$ cat src/rtl/bram_arbiter.sv
// ---------------------------------------------------------------------------
// bram_arbiter
//   Shares one single-port block RAM between an instruction-fetch port
//   (read only) and a data port (read/write with byte mask). One access is
//   granted per cycle. A lone requester is granted immediately, and conflicts
//   alternate between the two ports. Read data comes straight from the memory
//   one cycle after the grant. A registered one-hot tag steers the rvalid
//   back to the port that issued the read.
//
//   Optional feature macro: BRAM_ARB_PERF_EN adds a saturating 16-bit
//   conflict counter on port conflict_cnt.
//
// Ports
//   clk, rst_n            clock, asynchronous active-low reset
//   i_req/i_addr          fetch request and byte address
//   i_gnt                 fetch accepted this cycle
//   i_rvalid/i_rdata      fetch read response (one cycle after i_gnt)
//   d_req/d_we/d_addr/d_wdata  data request: byte mask (0 = read), addr, data
//   d_gnt                 data accepted this cycle
//   d_rvalid/d_rdata      data read response (one cycle after d_gnt, reads only)
//   mem_en/mem_we/mem_addr/mem_wdata  memory command
//   mem_rdata             memory read data, valid one cycle after mem_en
//   conflict_cnt          saturating conflict count (BRAM_ARB_PERF_EN only)
// ---------------------------------------------------------------------------
module bram_arbiter #(
    parameter int AW = 14,
    parameter int DW = 32
) (
    input  logic          clk,
    input  logic          rst_n,
    input  logic          i_req,
    input  logic [AW-1:0] i_addr,
    output logic          i_gnt,
    output logic          i_rvalid,
    output logic [DW-1:0] i_rdata,
    input  logic          d_req,
    input  logic [3:0]    d_we,
    input  logic [AW-1:0] d_addr,
    input  logic [DW-1:0] d_wdata,
    output logic          d_gnt,
    output logic          d_rvalid,
    output logic [DW-1:0] d_rdata,
    output logic          mem_en,
    output logic [3:0]    mem_we,
    output logic [AW-1:0] mem_addr,
    output logic [DW-1:0] mem_wdata,
    input  logic [DW-1:0] mem_rdata
`ifdef BRAM_ARB_PERF_EN
    ,
    output logic [15:0]   conflict_cnt
`endif
);

    // prio_d_q = 1: the data port wins the next conflict.
    logic prio_d_q, prio_d_d;
    // Response tag: which port owns the read data arriving next cycle.
    logic rd_i_q, rd_i_d;
    logic rd_d_q, rd_d_d;
    logic conflict;

    always_comb begin
        conflict = i_req & d_req;

        // Grants are gated by rst_n so nothing reaches the memory while
        // reset is held, even with requests asserted.
        d_gnt = rst_n & d_req & (~i_req | prio_d_q);
        i_gnt = rst_n & i_req & (~d_req | ~prio_d_q);

        // After a conflict, the loser is favoured: if fetch won, data is
        // next, and the other way round. Non-conflict cycles leave it alone.
        prio_d_d = conflict ? i_gnt : prio_d_q;

        rd_i_d = i_gnt;
        rd_d_d = d_gnt & (d_we == 4'b0000);

        // The fetch port can never write: mem_we is zero unless data wins.
        mem_en    = i_gnt | d_gnt;
        mem_we    = d_gnt ? d_we : 4'b0000;
        mem_addr  = d_gnt ? d_addr : i_addr;
        mem_wdata = d_gnt ? d_wdata : '0;

        // Both ports see the raw memory data; only the rvalid is steered.
        i_rdata  = mem_rdata;
        d_rdata  = mem_rdata;
        i_rvalid = rd_i_q;
        d_rvalid = rd_d_q;
    end

    always_ff @(posedge clk or negedge rst_n) begin
        if (!rst_n) begin
            prio_d_q <= 1'b1;
            rd_i_q   <= 1'b0;
            rd_d_q   <= 1'b0;
        end else begin
            prio_d_q <= prio_d_d;
            rd_i_q   <= rd_i_d;
            rd_d_q   <= rd_d_d;
        end
    end

`ifdef BRAM_ARB_PERF_EN
    logic [15:0] conflict_q, conflict_d;

    always_comb begin
        conflict_d = conflict_q;
        if (conflict && (conflict_q != 16'hFFFF))
            conflict_d = conflict_q + 16'd1;
    end

    always_ff @(posedge clk or negedge rst_n) begin
        if (!rst_n) conflict_q <= 16'd0;
        else        conflict_q <= conflict_d;
    end

    assign conflict_cnt = conflict_q;
`endif

endmodule

$ cat config.mk
export PLATFORM = sky130hd
export DESIGN_NAME = bram_arbiter
export DESIGN_NICKNAME = d
export VERILOG_FILES = /design/src/rtl/bram_arbiter.sv
export SDC_FILE = /design/constraint.sdc
export NUM_CORES = 1
export LEC_CHECK = 0
export BUFFER_PORTS_ARGS = -buffer_cell sky130_fd_sc_hd__buf_2
export CORE_MARGIN = 10
export CORE_UTILIZATION = 23
export CTS_CLUSTER_SIZE = 16
export DETAILED_ROUTE_END_ITERATION = 8
export HOLD_SLACK_MARGIN = 0.08
export PLACE_DENSITY = 0.74
export SLEW_MARGIN = 20
export SYNTH_ARGS = -nofsm -noshare
export SYNTH_HDL_FRONTEND = slang
export SYNTH_SLANG_ARGS = --single-unit
$ cat constraint.sdc
create_clock -name clk -period 1.4 [get_ports clk]
set_input_delay 0.07 -clock clk [delete_from_list [all_inputs] [get_ports clk]]
set_output_delay 0.07 -clock clk [all_outputs]
set_load 0.02 [all_outputs]
==> run_results.csv <==
group,metric,value,unit
die,die_area,7920,um2
synth,synth_edf_count,0,
synth,synthDistinctLibCells,19,
placed_design,dp_cells,244,
synth,synth-compound-area-share,0.0343,
synth,synth_top_family_by_area,"buffers and inverters",
die,initial_utilization,0.235,
flow_run,drv_cap,0,
die,coreArea,4660,um2
synth,synth_common_cells,"64 x buf_4, 37 x and2_1, 10 x mux2_4",
synth,synth_seq_area_share,0.0697,
pwr,power_density,513,nW/um2
pwr,leakagePower,1.07,nW
critical_path,cp_max_fo,6,
die,io_pins,219,
synth,yosys_warnings,0,
cells_and_area,final_cells,261,
critical_path,r2r_cells,6,
synth,synth_top_area_frac,0.439,
critical_path,required,1.33,ns
global_routing,grt_pass1_vias,1243,
sta,grt_setup_unrepaired,"true",
pwr,peakVddDrop,0.257,mV
synth,synth_fa_ha_area_frac,0,
sta,fin_setup_tns,-13.31,ns
cts,root_buffer,"clkbuf_8",
placed_design,dp_hpwl,3.46,mm
synth,netlist_area,1090,um2
synth,synth_xor_area_frac,0,
critical_path,cp.arrival,1.66,ns
sta,slew_violations,0,
sta,hold_ws,0.121,ns
sta,fmax,0.579,GHz
cells_and_area,num_antenna_cells,0,
routing,totalWireLength,4.66,mm
status,violations,"negative setup slack",
placed_design,portBuffers,122,
cts,clock_sinks,3,
global_routing,antenna_found_initial,0,
cts,htree_num_levels,1,
placed_design,gp_congestion,0.625,
synth,synth_seq_cells,3,
global_routing,grt_remaining_overflow,0,
die,num_rows,25,
sta,worst_slack,-0.328,ns
synth,synth_nets,233,
sta,skew,0.00107,ns
cells_and_area,drive_gt1_frac,0.932,
routing,vias_per_cell,4.18,
min_path,hp-class,"input pin to flip-flop",
critical_path,path_class,"flip-flop to output port",
synth,postSynthCellCount,133,
synth,yosys.area_share.simple,0.233,
cts,cts_tree,"yes",
sta,fin_crit_sh,1.23,
synth,synthArstFlopShare,1.00,
placed_design,place_ws,-0.133,ns
cells_and_area,nFillCells,454,
die,dieHeight,89.0,um
global_routing,grt_max_degree,24,
cts,numCtsBuffers,3,
synth,syn_area_per_cell,8.23,um2
cells_and_area,area.growth.synth_to_final,81.3,%
routing,drt_iter0_drc,3,
min_path,hold_path_depth,3,
status,status,"finished, violations left",
critical_path,endpoint_kind,"output port",
synth,synth_top_area_cell,"buf_4",
synth,yosysMostFrequentCell,"buf_4",
sta,slew_headroom,0.836,
routing,wire_per_inst,17.9,um
routing,first_pass_iters,4,
sta,hold_viol,0,
die,die_x,89.0,um
cts,clkLatencyLatePin,0.21,ns
sta,fin_crit,1.73,ns
synth,synth_flop_cell,"dfrtp_1",
global_routing,grt_usage,0.0975,
cts,path_clk_slew,0.03,ns
sta,finalSetupViolCount,51,
routing,ant_nets,0,
synth,synthTopCellsByArea,"buf_4 44%, and2_1 21%, mux2_4 14%, dfrtp_1 4.6%, dfstp_2 2.4%",
sta,tightest_slew,0.244,ns
global_routing,grt_pass1_wl,6.12,mm
synth,muxShareOfSynthArea,0.178,
routing,drc,0,
cells_and_area,finalNetCount,308,
routing,vias,1092,
critical_path,crit_path_start_kind,"flip-flop",
cts,cts_buffer_depth,2,
pwr,p_total,1.02,mW
[path summary, 6_finish.rpt]
| kind | start | endpoint | slack, ns |
|---|---|---|---|
| max | prio_d_q$_DFFE_PN1P_ | mem_addr[10] | -0.33 |
| min | d_req | prio_d_q$_DFFE_PN1P_ | 0.12 |
| max reg2reg | prio_d_q$_DFFE_PN1P_ | d_rvalid$_DFF_PN0_ | 0.10 |
| min reg2reg | prio_d_q$_DFFE_PN1P_ | prio_d_q$_DFFE_PN1P_ | 0.61 |
| max in group asynchronous | rst_n | prio_d_q$_DFFE_PN1P_ | 0.92 |
| min in group asynchronous | rst_n | i_rvalid$_DFF_PN0_ | 0.26 |
[repair_timing]
item	in CTS	in global routing
gates cloned	1	6
setup buffers	3	4
hold endpoints to repair	3	0
hold buffers	1	0
pin swaps	1	4
resized for setup	91	56
endpoints found under the setup margin	51	51
[per-stage QoR]
stage	area, um2	utilization
4_1_cts	1670	0.359
6_report	1980	0.426
3_5_place_dp	1300	0.279
3_3_place_gp	1300	0.279
5_1_grt	1980	0.426
2_1_floorplan	1090	-
[flip-flops by register name, indices dropped and copies added (netlist names)]
register / flops
d_rvalid: 1
i_rvalid: 1
prio_d_q: 1
[cells in the final DEF (no fill, tap or decap), drive strengths merged]
cell type    netlist  layout
dfrtp              2       2
inv                1       1
buf               67     133
a21oi              2       2
o2bb2ai            1       1
dfstp              1       1
nand2              4       4
dlygate4sd3        0       1
nor4               1       1
clkbuf             2       9
and2              37      37
o21a               1       1
mux2              14      14
[kinds of logic after synthesis]
group / count (synthesis)
buffers and inverters: 70
flip-flops: 3
AO/OA/AOI/OAI: 4
AND/OR/NAND/NOR: 42
multiplexers: 14
[worst max-delay path: stages, from the launching register on]
cell and delay, ns:
dfstp_2 0.53, inv_2 0.05, a21oi_4 0.15, buf_12 0.14, clkbuf_16 0.14, mux2_4 0.30
buf_6 0.13
[power by group]
part,leakage (nW),switching [mW],total (mW),internal (mW)
registers,0.0374,0.00349,0.101,0.0971
clock network,0.0228,0.0526,0.246,0.194
logic,1.01,0.272,0.671,0.399
[per-layer routing]
metal  share of wire  track usage  up-vias
li1                -            -      501
met1            0.27       0.0845      474
met2            0.53        0.168       94
met3            0.16       0.0565       23
met4           0.039       0.0650        0
met5               0            0        -
[layout make-up]
cell class                      instances  area [um2]  share of cell area
Clock buffer                            4        45.0              0.0227
Inverter                                1        3.75             0.00189
Multi-Input combinational cell         60         588               0.296
Sequential cell                         3        76.3              0.0385
Tap cell                               54        67.6              0.0340
Timing Repair Buffer                  139        1200               0.607
Power figures use the tool's default switching activity.
